===== src/rtl/tmds_pkg.sv =====
// Shared TMDS word width, control-token constants, alignment FSM states and token test.
package tmds_pkg;

  localparam int TMDS_WORD_W = 10;

  localparam logic [TMDS_WORD_W-1:0] CTRL_TOK_00 = 10'h354;
  localparam logic [TMDS_WORD_W-1:0] CTRL_TOK_01 = 10'h0AB;
  localparam logic [TMDS_WORD_W-1:0] CTRL_TOK_10 = 10'h154;
  localparam logic [TMDS_WORD_W-1:0] CTRL_TOK_11 = 10'h2AB;

  typedef enum logic [1:0] {
    SEARCH = 2'd0,
    VERIFY = 2'd1,
    LOCKED = 2'd2
  } tmds_state_e;

  function automatic logic is_ctrl_token(input logic [TMDS_WORD_W-1:0] w);
    return (w == CTRL_TOK_00) || (w == CTRL_TOK_01) ||
           (w == CTRL_TOK_10) || (w == CTRL_TOK_11);
  endfunction

endpackage


===== src/rtl/tmds_deserializer_if.sv =====
// Serial input and aligned-symbol outputs of the TMDS deserializer.
// Decoded pixel/sync signals exist only when TMDS_DECODE_EN is defined.
interface tmds_deserializer_if;
  import tmds_pkg::*;

  logic [2:0]             serial_in;
  logic [TMDS_WORD_W-1:0] tmds_red;
  logic [TMDS_WORD_W-1:0] tmds_green;
  logic [TMDS_WORD_W-1:0] tmds_blue;
  logic                   word_valid;
  logic                   locked;
`ifdef TMDS_DECODE_EN
  logic [7:0]             red_data;
  logic [7:0]             green_data;
  logic [7:0]             blue_data;
  logic                   de;
  logic                   hsync;
  logic                   vsync;

  modport master (output serial_in,
                  input  tmds_red, tmds_green, tmds_blue, word_valid, locked,
                  input  red_data, green_data, blue_data, de, hsync, vsync);
  modport slave  (input  serial_in,
                  output tmds_red, tmds_green, tmds_blue, word_valid, locked,
                  output red_data, green_data, blue_data, de, hsync, vsync);
`else
  modport master (output serial_in,
                  input  tmds_red, tmds_green, tmds_blue, word_valid, locked);
  modport slave  (input  serial_in,
                  output tmds_red, tmds_green, tmds_blue, word_valid, locked);
`endif

endinterface


===== src/rtl/tmds_decode.sv =====
// Combinational 10b->8b TMDS decode with control-token (de/C1:C0) extraction.
// Only built when TMDS_DECODE_EN is defined.
`ifdef TMDS_DECODE_EN
module tmds_decode
  import tmds_pkg::*;
(
  input  logic [TMDS_WORD_W-1:0] sym_i,
  output logic [7:0]             data_o,
  output logic                   de_o,
  output logic [1:0]             ctrl_o
);

  logic [7:0] q;

  always_comb begin
    q         = sym_i[9] ? ~sym_i[7:0] : sym_i[7:0];
    data_o    = 8'd0;
    data_o[0] = q[0];
    for (int i = 1; i < 8; i++) begin
      data_o[i] = sym_i[8] ? (q[i] ^ q[i-1]) : ~(q[i] ^ q[i-1]);
    end
    de_o = !is_ctrl_token(sym_i);
    case (sym_i)
      CTRL_TOK_01: ctrl_o = 2'b01;
      CTRL_TOK_10: ctrl_o = 2'b10;
      CTRL_TOK_11: ctrl_o = 2'b11;
      default:     ctrl_o = 2'b00;
    endcase
  end

endmodule
`endif


===== src/rtl/tmds_deserializer.sv =====
// TMDS receiver: aligns 10-bit words on blue-channel control tokens and strobes symbols.
// Optional per-channel decode to pixel/de/sync when TMDS_DECODE_EN is defined.
module tmds_deserializer
  import tmds_pkg::*;
#(
  parameter int CTRL_LOCK_COUNT = 4,
  parameter int LOSS_TIMEOUT    = 2048
) (
  input logic               clk_fast,
  input logic               rst,
  tmds_deserializer_if.slave rx
);

  // state  | meaning
  // SEARCH | test blue every cycle for a token to seed the word phase
  // VERIFY | count tokens on boundaries until CTRL_LOCK_COUNT is seen
  // LOCKED | emit symbols each boundary, drop after LOSS_TIMEOUT token-less words
  localparam logic [2:0]  LOCK_CNT = 3'(CTRL_LOCK_COUNT);
  localparam logic [11:0] LOSS_CNT = 12'(LOSS_TIMEOUT);

  tmds_state_e            state_q, state_d;
  logic [TMDS_WORD_W-1:0] sh_r_q, sh_g_q, sh_b_q;
  logic [TMDS_WORD_W-1:0] tmds_r_q, tmds_g_q, tmds_b_q;
  logic [3:0]             phase_q, phase_d;
  logic [2:0]             tok_cnt_q, tok_cnt_d, tok_inc;
  logic [11:0]            miss_cnt_q, miss_cnt_d, miss_inc;
  logic                   locked_q, wv_q;
  logic                   boundary, blue_tok, emit;

  always_comb begin
    boundary   = (phase_q == 4'd9);
    blue_tok   = is_ctrl_token(sh_b_q);
    tok_inc    = (tok_cnt_q == 3'd7) ? tok_cnt_q : tok_cnt_q + 3'd1;
    miss_inc   = (miss_cnt_q == 12'hFFF) ? miss_cnt_q : miss_cnt_q + 12'd1;
    state_d    = state_q;
    phase_d    = boundary ? 4'd0 : phase_q + 4'd1;
    tok_cnt_d  = tok_cnt_q;
    miss_cnt_d = miss_cnt_q;
    emit       = 1'b0;
    case (state_q)
      SEARCH: begin
        if (blue_tok) begin
          phase_d   = 4'd0;
          tok_cnt_d = 3'd1;
          state_d   = VERIFY;
        end
      end
      VERIFY: begin
        if (boundary) begin
          if (blue_tok) begin
            tok_cnt_d = tok_inc;
            if (tok_inc >= LOCK_CNT) begin
              state_d    = LOCKED;
              miss_cnt_d = 12'd0;
            end
          end else begin
            state_d = SEARCH;
          end
        end
      end
      LOCKED: begin
        if (boundary) begin
          if (blue_tok) begin
            miss_cnt_d = 12'd0;
            emit       = 1'b1;
          end else begin
            miss_cnt_d = miss_inc;
            if (miss_inc >= LOSS_CNT) state_d = SEARCH;
            else                      emit    = 1'b1;
          end
        end
      end
      default: state_d = SEARCH;
    endcase
  end

  always_ff @(posedge clk_fast) begin
    if (rst) begin
      state_q    <= SEARCH;
      sh_r_q     <= '0;
      sh_g_q     <= '0;
      sh_b_q     <= '0;
      tmds_r_q   <= '0;
      tmds_g_q   <= '0;
      tmds_b_q   <= '0;
      phase_q    <= 4'd0;
      tok_cnt_q  <= 3'd0;
      miss_cnt_q <= 12'd0;
      locked_q   <= 1'b0;
      wv_q       <= 1'b0;
    end else begin
      sh_r_q     <= {rx.serial_in[2], sh_r_q[TMDS_WORD_W-1:1]};
      sh_g_q     <= {rx.serial_in[1], sh_g_q[TMDS_WORD_W-1:1]};
      sh_b_q     <= {rx.serial_in[0], sh_b_q[TMDS_WORD_W-1:1]};
      state_q    <= state_d;
      phase_q    <= phase_d;
      tok_cnt_q  <= tok_cnt_d;
      miss_cnt_q <= miss_cnt_d;
      locked_q   <= (state_d == LOCKED);
      wv_q       <= emit;
      if (emit) begin
        tmds_r_q <= sh_r_q;
        tmds_g_q <= sh_g_q;
        tmds_b_q <= sh_b_q;
      end
    end
  end

  assign rx.tmds_red   = tmds_r_q;
  assign rx.tmds_green = tmds_g_q;
  assign rx.tmds_blue  = tmds_b_q;
  assign rx.word_valid = wv_q;
  assign rx.locked     = locked_q;

`ifdef TMDS_DECODE_EN
  logic [7:0] r_dat, g_dat, b_dat;
  logic       r_de, g_de, b_de;
  logic [1:0] r_ctrl, g_ctrl, b_ctrl;
  logic [7:0] r_data_q, g_data_q, b_data_q;
  logic       de_q, hsync_q, vsync_q;
  logic       unused_rg_ctrl;

  tmds_decode u_dec_r (.sym_i(sh_r_q), .data_o(r_dat), .de_o(r_de), .ctrl_o(r_ctrl));
  tmds_decode u_dec_g (.sym_i(sh_g_q), .data_o(g_dat), .de_o(g_de), .ctrl_o(g_ctrl));
  tmds_decode u_dec_b (.sym_i(sh_b_q), .data_o(b_dat), .de_o(b_de), .ctrl_o(b_ctrl));

  // Sync comes from blue only; red/green control codes carry no meaning here.
  assign unused_rg_ctrl = ^{r_ctrl, g_ctrl, r_de, g_de};

  always_ff @(posedge clk_fast) begin
    if (rst) begin
      r_data_q <= 8'd0;
      g_data_q <= 8'd0;
      b_data_q <= 8'd0;
      de_q     <= 1'b0;
      hsync_q  <= 1'b0;
      vsync_q  <= 1'b0;
    end else if (emit) begin
      r_data_q <= r_dat;
      g_data_q <= g_dat;
      b_data_q <= b_dat;
      de_q     <= b_de;
      if (!b_de) begin
        hsync_q <= b_ctrl[0];
        vsync_q <= b_ctrl[1];
      end
    end
  end

  assign rx.red_data   = r_data_q;
  assign rx.green_data = g_data_q;
  assign rx.blue_data  = b_data_q;
  assign rx.de         = de_q;
  assign rx.hsync      = hsync_q;
  assign rx.vsync      = vsync_q;
`endif

endmodule


===== src/flat_wrapper.sv =====
// flat-port wrapper written by rule: the top's interface ports become plain ports
module tmds_deserializer_flat import tmds_pkg::*;
#(
  parameter int CTRL_LOCK_COUNT = 4,
  parameter int LOSS_TIMEOUT    = 2048
)
  (clk_fast, rst, rx_serial_in, rx_tmds_red, rx_tmds_green, rx_tmds_blue, rx_word_valid, rx_locked);
  tmds_deserializer_if rx_i ();
  input logic clk_fast;
  input logic rst;
  input wire logic [$bits(rx_i.serial_in)-1:0] rx_serial_in;
  output wire logic [$bits(rx_i.tmds_red)-1:0] rx_tmds_red;
  output wire logic [$bits(rx_i.tmds_green)-1:0] rx_tmds_green;
  output wire logic [$bits(rx_i.tmds_blue)-1:0] rx_tmds_blue;
  output wire logic [$bits(rx_i.word_valid)-1:0] rx_word_valid;
  output wire logic [$bits(rx_i.locked)-1:0] rx_locked;
  assign rx_i.serial_in = rx_serial_in;
  assign rx_tmds_red = rx_i.tmds_red;
  assign rx_tmds_green = rx_i.tmds_green;
  assign rx_tmds_blue = rx_i.tmds_blue;
  assign rx_word_valid = rx_i.word_valid;
  assign rx_locked = rx_i.locked;
  tmds_deserializer #(.CTRL_LOCK_COUNT(CTRL_LOCK_COUNT), .LOSS_TIMEOUT(LOSS_TIMEOUT)) u_core (.clk_fast(clk_fast), .rst(rst), .rx(rx_i));
endmodule

===== config.mk =====
export PLATFORM = sky130hd
export DESIGN_NAME = tmds_deserializer_flat
export DESIGN_NICKNAME = d
export VERILOG_FILES = /design/src/rtl/tmds_pkg.sv /design/src/rtl/tmds_deserializer_if.sv /design/src/rtl/tmds_decode.sv /design/src/rtl/tmds_deserializer.sv /design/src/flat_wrapper.sv
export SDC_FILE = /design/constraint.sdc
export NUM_CORES = 1
export LEC_CHECK = 0
export ABC_AREA = 1
export BUFFER_PORTS_ARGS = -buffer_cell sky130_fd_sc_hd__buf_2
export CELL_PAD_IN_SITES_DETAIL_PLACEMENT = 2
export CELL_PAD_IN_SITES_GLOBAL_PLACEMENT = 2
export CORE_ASPECT_RATIO = 0.6
export CORE_MARGIN = 5
export CORE_UTILIZATION = 35
export CTS_CLUSTER_DIAMETER = 200
export DETAILED_ROUTE_END_ITERATION = 6
export HOLD_SLACK_MARGIN = 0.08
export PLACE_DENSITY = 0.76
export SLEW_MARGIN = 20
export SYNTH_ARGS = -nofsm -noshare
export SYNTH_HDL_FRONTEND = slang
export SYNTH_HIERARCHICAL = 1
export SYNTH_SLANG_ARGS = --single-unit

===== constraint.sdc =====
create_clock -name clk_fast -period 3.59 [get_ports clk_fast]
set_input_delay 0.359 -clock clk_fast [delete_from_list [all_inputs] [get_ports clk_fast]]
set_output_delay 0.359 -clock clk_fast [all_outputs]
set_load 0.01 [all_outputs]

### Yosys cells after proc, flatten, opt, wreduce, memory -nomap -nowiden

Cells that the tools add are included.

| cells by class | value |
|---|---|
| add/sub/neg operators | 3 |
| multiply operators | 0 |
| div/mod/pow operators | 0 |
| order comparisons | 2 |
| eq/ne operators | 15 |
| shift-type cells | 0 |
| muxes and demuxes | 27 |
| bitwise operators | 0 |
| reduce and logical (&&, ||, !) cells | 8 |

Operators with widths:

| cell | number |
|---|---|
| $mux W12 | 6 |
| $pmux W12 S2 | 1 |
| $eq A10 B10 Y1 const B | 2 |
| $mux W2 | 7 |
| $add A12 B1 Y12 const B | 1 |
| $eq A12 B12 Y1 const B | 1 |
| $ge A12 B12 Y1 const B | 1 |
| $mux W3 | 4 |
| $mux W4 | 3 |
| $eq A10 B8 Y1 const B | 1 |
| $eq A10 B9 Y1 const B | 1 |
| $ne A2 B1 Y1 const B | 5 |
| $pmux W2 S3 | 1 |
| $pmux W3 S2 | 1 |
| $reduce_and A5 Y1 | 1 |
| $add A4 B1 Y4 const B | 1 |
| $eq A2 B2 Y1 const B | 2 |
| $eq A4 B4 Y1 const B | 1 |
| $mux W1 | 4 |
| $reduce_and A4 Y1 | 1 |
| $reduce_bool A2 Y1 | 2 |
| $add A3 B1 Y3 const B | 1 |
| $eq A3 B3 Y1 const B | 1 |
| $ge A3 B3 Y1 const B | 1 |
| 3 further kinds | 5 |

| word-level totals | value |
|---|---|
| register bits | 83 |
| bits in latches | 0 |
| RAM bits | 0 |
| bits in read-only memories | 0 |
| output and inout port bits | 32 |
| logic and storage cells | 67 |
| memories | 0 |

### Longest topological paths before layout

Gate-level depths: netlist (run 1).

| logic depth | value |
|---|---|
| depth in word-level cells | 8 |
| depth in mapped cells | 11 |
| mapped depth without buffers | 10 |

### Worst setup path before layout (run 1)

OpenSTA, ideal clock, no wires.

| timing | value |
|---|---|
| path type | flip-flop to flip-flop |
| start point | reg u_core.miss_cnt_q[0] |
| end point | reg u_core.miss_cnt_q[5] |
| library setup time | 0.117 ns |
| arrival time | 1.337 ns |
| required time | 3.473 ns |
| path slack | 2.136 ns |
| cell stages (with the launch flop) | 12 |
| buffers on the path | 1 |
| path through | dfxtp_1 -> ha_1 -> nand2_1 -> nor2_2 -> nand3_2 -> buf_2 -> nand2_1 -> nor2_1 -> nand3_1 -> nand2_1 -> nand2_1 -> nor2_1 |

| on the way | value |
|---|---|
| cells in the longest elaborated chain, start to end | 5 |
| elaborated cells between the ends (all ways) | 6 |
| classes of those cells | add/sub (1); eq/ne (1); mux (4) |

Ends and longest elaborated chain:

| element | line | text |
|---|---|---|
| start, declared | tmds_deserializer.sv:26 | `logic [11:0] miss_cnt_q, miss_cnt_d, miss_inc;` |
| start signal, assigned | tmds_deserializer.sv:98 | `miss_cnt_q <= miss_cnt_d;` |
| $add A12 B1 Y12 or $eq A12 B12 Y1 (tied branches) | tmds_deserializer.sv:34 | `miss_inc = (miss_cnt_q == 12'hFFF) ? miss_cnt_q : miss_cnt_q + 12'd1;` |
| $mux W12 * | tmds_deserializer.sv:34 |  |
| $mux W12 * | tmds_deserializer.sv:63 | `if (blue_tok) begin` |
| $mux W12 * | tmds_deserializer.sv:62 | `if (boundary) begin` |
| $pmux W12 S2 * | tmds_deserializer.sv:40 | `case (state_q)` |

Mark *: on every way between the ends. The rest lies on a longest branch, timed or not. The select of a mux whose other input is x is not followed.
A chain may end at the register's enable or synchronous reset.

### Worst setup path after layout (run 1)

| timing | value |
|---|---|
| start point | reg u_core.phase_q[3] |
| end point | reg u_core.tmds_r_q[5] (netlist: u_core/rx.tmds_red[5]) |

| on the way | value |
|---|---|
| cells in the longest elaborated chain, start to end | 3 |

Ends and longest elaborated chain:

| element | line | text |
|---|---|---|
| start, declared | tmds_deserializer.sv:24 | `logic [3:0] phase_q, phase_d;` |
| start signal, assigned | tmds_deserializer.sv:96 | `phase_q <= phase_d;` |
| $eq A4 B4 Y1 | tmds_deserializer.sv:31 | `boundary = (phase_q == 4'd9);` |
| $mux W1 | tmds_deserializer.sv:62 |  |
| $mux W1 | tmds_deserializer.sv:40 |  |
| end signal, assigned | tmds_deserializer.sv:102 | `tmds_r_q <= sh_r_q;` |
| end, declared | tmds_deserializer.sv:23 | `logic [TMDS_WORD_W-1:0] tmds_r_q, tmds_g_q, tmds_b_q;` |

No other way between the ends.

==> impl_metrics.py, run 1 <==
metrics = {
    "grt": {
        "grt_pass1_wl_um": 16870,
        "overflow": 0,
        "grt_usage_pct": 17.06,
        "antenna_found_initial": 0,
        "grt_pass1_vias": 3373,
        "grt_max_degree": 62,
    },
    "yosys": {
        "synth_compound_area_share_pct": 9.484,
        "ys_warn_count": 6,
        "syn_inst": 464,
        "post_synth_and_or_nand_nor_area_fraction_pct": 32.60,
        "yosysTopAreaCellShare_pct": 46.30,
        "syn_area_sq_mm": 0.003588,
        "synthArstFlopShare_pct": 0,
        "avgSynthCellArea_sq_um": 7.734,
        "yosysSeqAreaShare_pct": 46.30,
        "ys.flop_type": "dfxtp_1",
        "synth_area_leader_cell": "dfxtp_1",
        "yosysMostFrequentCell": "nand2_1",
        "synthMuxAreaShare_pct": 0,
        "ys_ff_latch": 83,
        "yosys-top-cells-count": "nand2_1, dfxtp_1, nor2_1, inv_1, a21oi_1",
        "synth.distinct_cells": 33,
        "synth_nets": 471,
        "synth_xor_area_share_pct": 1.220,
        "yosys.area_share.adder_pct": 0.6974,
        "synthTopCellsByArea": "dfxtp_1, nand2_1, nor2_1",
        "synth_edf_count": 0,
        "synth_top_family_by_area": "simple AND/OR/NAND/NOR gates",
    },
    "floorplan": {
        "core_area_sq_mm": 0.009950,
        "start_util_pct": 36.07,
        "pin_count": 37,
        "rows": 28,
        "die_y_um": 88.43,
        "die_w_um": 140.7,
        "dieArea_sq_mm": 0.01244,
    },
    "cts": {
        "clk_pin_slew_ns": 0.07,
        "clock_sinks": 83,
        "root_buffer": "clkbuf_16",
        "cts_buffers": 9,
        "hold_buffers": 0,
        "clk_latency_ns": 0.34,
        "cts_tree": "yes",
        "cts_resized": 0,
        "clock_path_buffers": 2,
        "postCtsSetupRepairBufs": 0,
        "cts_max_level": 3,
    },
    "drt": {
        "drt-pass1-iter-count": 4,
        "vias": 3038,
        "drtAntennaViolNets": 0,
        "drtIter0Drc": 145,
        "vias_per_cell": 4.799,
        "wl_per_cell_um": 15.44,
        "post-route-drc-count": 0,
        "routed_wl_um": 9773,
    },
    "cells_and_area": {
        "nets": 500,
        "final_cells": 633,
        "areaGrowthSynthToFinish_pct": 14.16,
        "fin_util_pct": 41.17,
        "antenna_cells": 0,
        "drive_gt1_share_pct": 23.29,
    },
    "timing": {
        "fin_tns_setup_ns": 0,
        "worst_pin_slew_ns": 0.7329,
        "hold_viol": 0,
        "finalWorstSetupSlack_ns": 1.356,
        "slew_headroom_pct": 51.07,
        "fin_crit_sh_pct": 62.23,
        "clock_skew_ns": 0.008005,
        "period_minus_slack_ns": 2.234,
        "rsz0062_at_grt": "false",
        "slew_violations": 0,
        "fmax_ghz": 0.4476,
        "setup_violations": 0,
    },
    "power_and_ir_drop": {
        "vdd_drop_max_mv": 0.2245,
        "p_total_uw": 1870,
        "leakagePower_uw": 0.001630,
        "power_density_mw_per_mm2": 456.4,
    },
    "setup_path": {
        "rr_worst_depth": 10,
        "end_kind": "flop",
        "startpoint_type": "flop",
        "path_max_fanout": 36,
        "worst-setup-path-type": "reg2reg",
        "reg2reg_setup_slack_ns": 1.36,
        "cp.arrival_ns": 2.46,
        "required_ns": 3.82,
        "rr_startpoint": "u_core/phase_q[3]",
        "reg2reg_to": "u_core/rx.tmds_red[5]",
    },
    "placed_design": {
        "gp_congestion": 0.7398,
        "place_ws_ns": 1.372,
        "port_buffers": 36,
        "dpl.hpwl_um": 6704,
        "dp.cells": 617,
    },
    "hold_path": {
        "hold_depth": 3,
        "hold_class": "in2reg",
        "hold_start": "rx_serial_in[2]",
        "worstHoldEndpoint": "u_core/sh_r_q[9]",
    },
    "run": {
        "maxCapViolCount": 0,
    },
    "run_status": {
        "status": "finished clean",
    },
}
-- sequential cells by signal, summed over array words and instances, names as in the netlist, 2 cells and up --
register / cells
u_core/rx.tmds_blue: 10
u_core/rx.tmds_red: 10
u_core/state_q: 2
u_core/rx.tmds_green: 10
u_core/sh_g_q: 10
u_core/tok_cnt_q: 3
u_core/sh_b_q: 10
u_core/phase_q: 4
u_core/miss_cnt_q: 12
u_core/sh_r_q: 10
-- logic make-up (layout without fill, tap and decap cells) --
logic type	after synthesis	in the layout
xor gates and xnor gates	5	5
adders and majority gates	2	2
DFF	83	83
AOI/OAI and AO/OA	54	54
and+or+nand+nor	247	247
buffers and inverters	73	107
-- power by group --
group	switching, uW	total, uW	internal [uW]
clock network	410	891	481
logic	33.5	45.4	11.8
registers	4.97	933	928
-- cell type report --
type	instances	area [sq um]
inverter	51	191.4
clock buffer	9	225.2
clock inverter	7	60.06
multi-input combinational	308	1579
sequential	83	1662
tap	135	168.9
timing repair buffer	40	210.2
fill	1187	5853
-- how the worst max path moves through the flow --
stage	from	to	slack [ns]	cells after the start
2_1_floorplan	u_core/miss_cnt_q[0]	u_core/miss_cnt_q[5]	2.14	11
3_3_place_gp	u_core/phase_q[3]	u_core/rx.tmds_red[3]	1.42	10
3_5_place_dp	u_core/phase_q[3]	u_core/rx.tmds_red[3]	1.37	10
4_1_cts	u_core/phase_q[3]	u_core/rx.tmds_red[5]	1.33	10
5_1_grt	u_core/phase_q[3]	u_core/rx.tmds_red[3]	1.15	10
6_report	u_core/phase_q[3]	u_core/rx.tmds_red[5]	1.36	10
-- cell usage in the layout, fill, tap and decap left out, types with 2 or more instances in the layout --
cell | netlist | layout
nand3_2 | 13 | 13
a21oi_2 | 10 | 10
nor3_1 | 4 | 4
dfxtp_1 | 83 | 83
nor2_2 | 16 | 16
xor2_1 | 3 | 3
clkinv_4 | 0 | 2
clkbuf_16 | 0 | 9
o21bai_2 | 2 | 2
inv_1 | 44 | 44
a21oi_1 | 34 | 34
o211ai_1 | 2 | 2
inv_2 | 6 | 6
nand2_2 | 5 | 5
nand4_1 | 4 | 4
nand2_1 | 91 | 91
buf_2 | 5 | 36
inv_6 | 0 | 4
ha_1 | 2 | 2
nor2_1 | 76 | 76
buf_4 | 2 | 4
nand3_1 | 31 | 31
xnor2_1 | 2 | 2
or2_2 | 2 | 2
o21ai_0 | 4 | 4
-- metrics by stage --
stage | area (sq um) | hold WS (ns)
5_1_grt | 4096 | 0.2273
2_1_floorplan | 3588 | 0.4105
3_5_place_dp | 3811 | 0.4237
6_report | 4096 | 0.2265
3_3_place_gp | 3811 | 0.4159
4_1_cts | 4096 | 0.2125
-- metal layers --
layer	vias to the layer above	wire length, um	global-route usage (%)
met5	-	0	0
met4	0	82	4.485
met2	31	4396	27.86
met3	7	238	4.050
li1	1510	-	-
met1	1490	5056	22.99
-- worst max-delay path, cell delays in order (launching register included) --
cell and delay [ns]:
dfxtp_1 0.35, inv_1 0.07, nor2_1 0.13, nand3_2 0.14, inv_2 0.13, nand2_1 0.10, inv_2 0.55, buf_4 0.36
nand3_1 0.12, nand2_1 0.11, nor2_1 0.06
Note: power is estimated with default switching activity, not from simulation.
==> run 2: changes to the inputs <==
CORE_UTILIZATION = 31   (was 35)
PLACE_DENSITY = 0.71   (was 0.76)
clock period = 2 ns   (was 3.59 ns; I/O delays follow)
==> impl_metrics.py, run 2 (same netlist as run 1, synthesis figures left out) <==
metrics = {
    "run_status": {
        "status": "finished clean",
    },
    "setup_path": {
        "critical-path-max-stage-delay_ns": 0.36,
        "reg2reg_to": "u_core/rx.tmds_red[3]",
        "rr_startpoint": "u_core/miss_cnt_q[1]",
        "crit_buf_inv": 0,
        "rr_worst_depth": 8,
        "cp.arrival_ns": 2.00,
        "worst-setup-path-type": "reg2reg",
        "end_kind": "flop",
        "startpoint_type": "flop",
        "cp.depth": 8,
        "crit_chain": "ha_1 > nand2_1 > nor2_2 > nand3_2 > nand3_4 > nand2_8 > a21oi_1 > nor2_1",
        "required_ns": 2.24,
        "cp_top_family": "simple AND/OR/NAND/NOR gates",
        "path_max_fanout": 31,
        "reg2reg_setup_slack_ns": 0.24,
        "critPathSlowestCell": "dfxtp_1",
    },
    "timing": {
        "slew_headroom_pct": 67.01,
        "fin_crit_sh_pct": 88.13,
        "slew_violations": 0,
        "fin_tns_setup_ns": 0,
        "rsz0062_at_grt": "false",
        "clock_skew_ns": 0.007285,
        "period_minus_slack_ns": 1.763,
        "worst_pin_slew_ns": 0.4949,
        "hold_viol": 0,
        "fmax_ghz": 0.5673,
        "setup_violations": 0,
    },
    "cells_and_area": {
        "antenna_cells": 0,
        "final_cells": 662,
        "multi_input_area_sq_mm": 0.001599,
        "layout_common_cells": "nand2_1, dfxtp_1, nor2_1",
        "areaGrowthSynthToFinish_pct": 16.67,
        "final-seq-area_sq_mm": 0.001662,
        "fin_util_pct": 37.05,
        "nets": 504,
        "layout_commonest_cell": "nand2_1",
        "nFillCells": 1312,
        "largest_reg_flops": 12,
        "drive_gt1_share_pct": 23.51,
        "regMostFlops": "u_core/miss_cnt_q",
    },
    "floorplan": {
        "dieArea_sq_mm": 0.01390,
        "start_util_pct": 31.76,
        "die_w_um": 148.9,
        "die_y_um": 93.34,
        "rows": 30,
        "pin_count": 37,
        "core_area_sq_mm": 0.01130,
    },
    "cts": {
        "clk_pin_slew_ns": 0.07,
        "root_buffer": "clkbuf_16",
        "clock_path_buffers": 2,
        "clock_sinks": 83,
        "cts_tree": "yes",
        "clk_latency_ns": 0.34,
        "cts_max_level": 3,
        "cts_buffers": 9,
    },
    "drt": {
        "drt-pass1-iter-count": 4,
        "vias": 3036,
        "drtIter0Drc": 130,
        "drtAntennaViolNets": 0,
        "routed_wl_um": 9624,
        "post-route-drc-count": 0,
        "wl_per_cell_um": 14.54,
        "vias_per_cell": 4.586,
    },
    "run": {
        "maxCapViolCount": 0,
    },
    "grt": {
        "grt_pass1_vias": 3256,
        "overflow": 0,
        "grt_usage_pct": 14.27,
        "grt_max_degree": 62,
        "grt_pass1_wl_um": 16030,
        "antenna_found_initial": 0,
    },
    "placed_design": {
        "dpl.hpwl_um": 6358,
        "dp.cells": 643,
        "gp_congestion": 0.7521,
        "port_buffers": 36,
    },
    "hold_path": {
        "hold_start": "rx_serial_in[0]",
        "hold_class": "in2reg",
        "worstHoldEndpoint": "u_core/sh_b_q[9]",
        "hold_depth": 3,
    },
    "power_and_ir_drop": {
        "power_density_mw_per_mm2": 800.2,
        "leakagePower_uw": 0.001643,
        "vdd_drop_max_mv": 0.3819,
    },
}
-- run 2: how the worst max path moves through the flow --
stage | slack [ns] | end | from
after floorplan | 0.55 | u_core/miss_cnt_q[5] | u_core/miss_cnt_q[0]
after global placement | 0.27 | u_core/rx.tmds_green[9] | u_core/miss_cnt_q[0]
after detailed placement | 0.11 | u_core/rx.tmds_red[2] | u_core/miss_cnt_q[1]
after CTS | 0.12 | u_core/rx.tmds_red[2] | u_core/miss_cnt_q[1]
after global routing | 0.03 | u_core/rx.tmds_red[3] | u_core/miss_cnt_q[1]
final | 0.24 | u_core/rx.tmds_red[3] | u_core/miss_cnt_q[1]
-- run 2: worst reg2reg max path: stages, from the launching register on --
cell and delay (ns):
dfxtp_1 0.36, ha_1 0.18, nand2_1 0.10, nor2_2 0.20
nand3_2 0.14, nand3_4 0.19, nand2_8 0.19, a21oi_1 0.24
nor2_1 0.07
-- run 2: area by class of cell --
class                      count  area share, %
inverter                      51          4.573
clock inverter                 7          1.405
sequential                    83          39.69
tap                          160          4.782
clock buffer                   9          5.380
timing repair buffer          43          5.977
multi-input combinational    309          38.19
-- run 2: routing by layer --
layer / share of wire (%) / vias to the layer above / GRT usage [%]
li1: - / 1521 / -
met1: 50 / 1469 / 19.02
met2: 46 / 36 / 23.09
met3: 3.0 / 10 / 3.438
met4: 1.2 / 0 / 4.113
met5: 0 / - / 0
-- run 2: through the flow --
stage          setup slack (ns)  hold slack, ns  power, uW  instance area [sq um]
2_1_floorplan            0.5461          0.3070       1766                   3588
3_3_place_gp             0.2745          0.4011       1790                   3862
3_5_place_dp             0.1121          0.4127       1792                   3862
4_1_cts                  0.1180         0.08719       3418                   4167
5_1_grt                 0.03117          0.1169       3487                   4187
6_report                 0.2373          0.1052       3350                   4187
-- run 2: timing repair --
action	in CTS	in global routing
hold buffers	2	0
endpoints found under the setup margin	0	15
gates resized for setup	0	1
endpoints found under the hold margin	2	0
buffers inserted	0	0
-- run 2: where the power goes --
part	switching [uW]	internal, uW
clock	736	859
combinational	56.2	23.8
sequential	8.70	1670
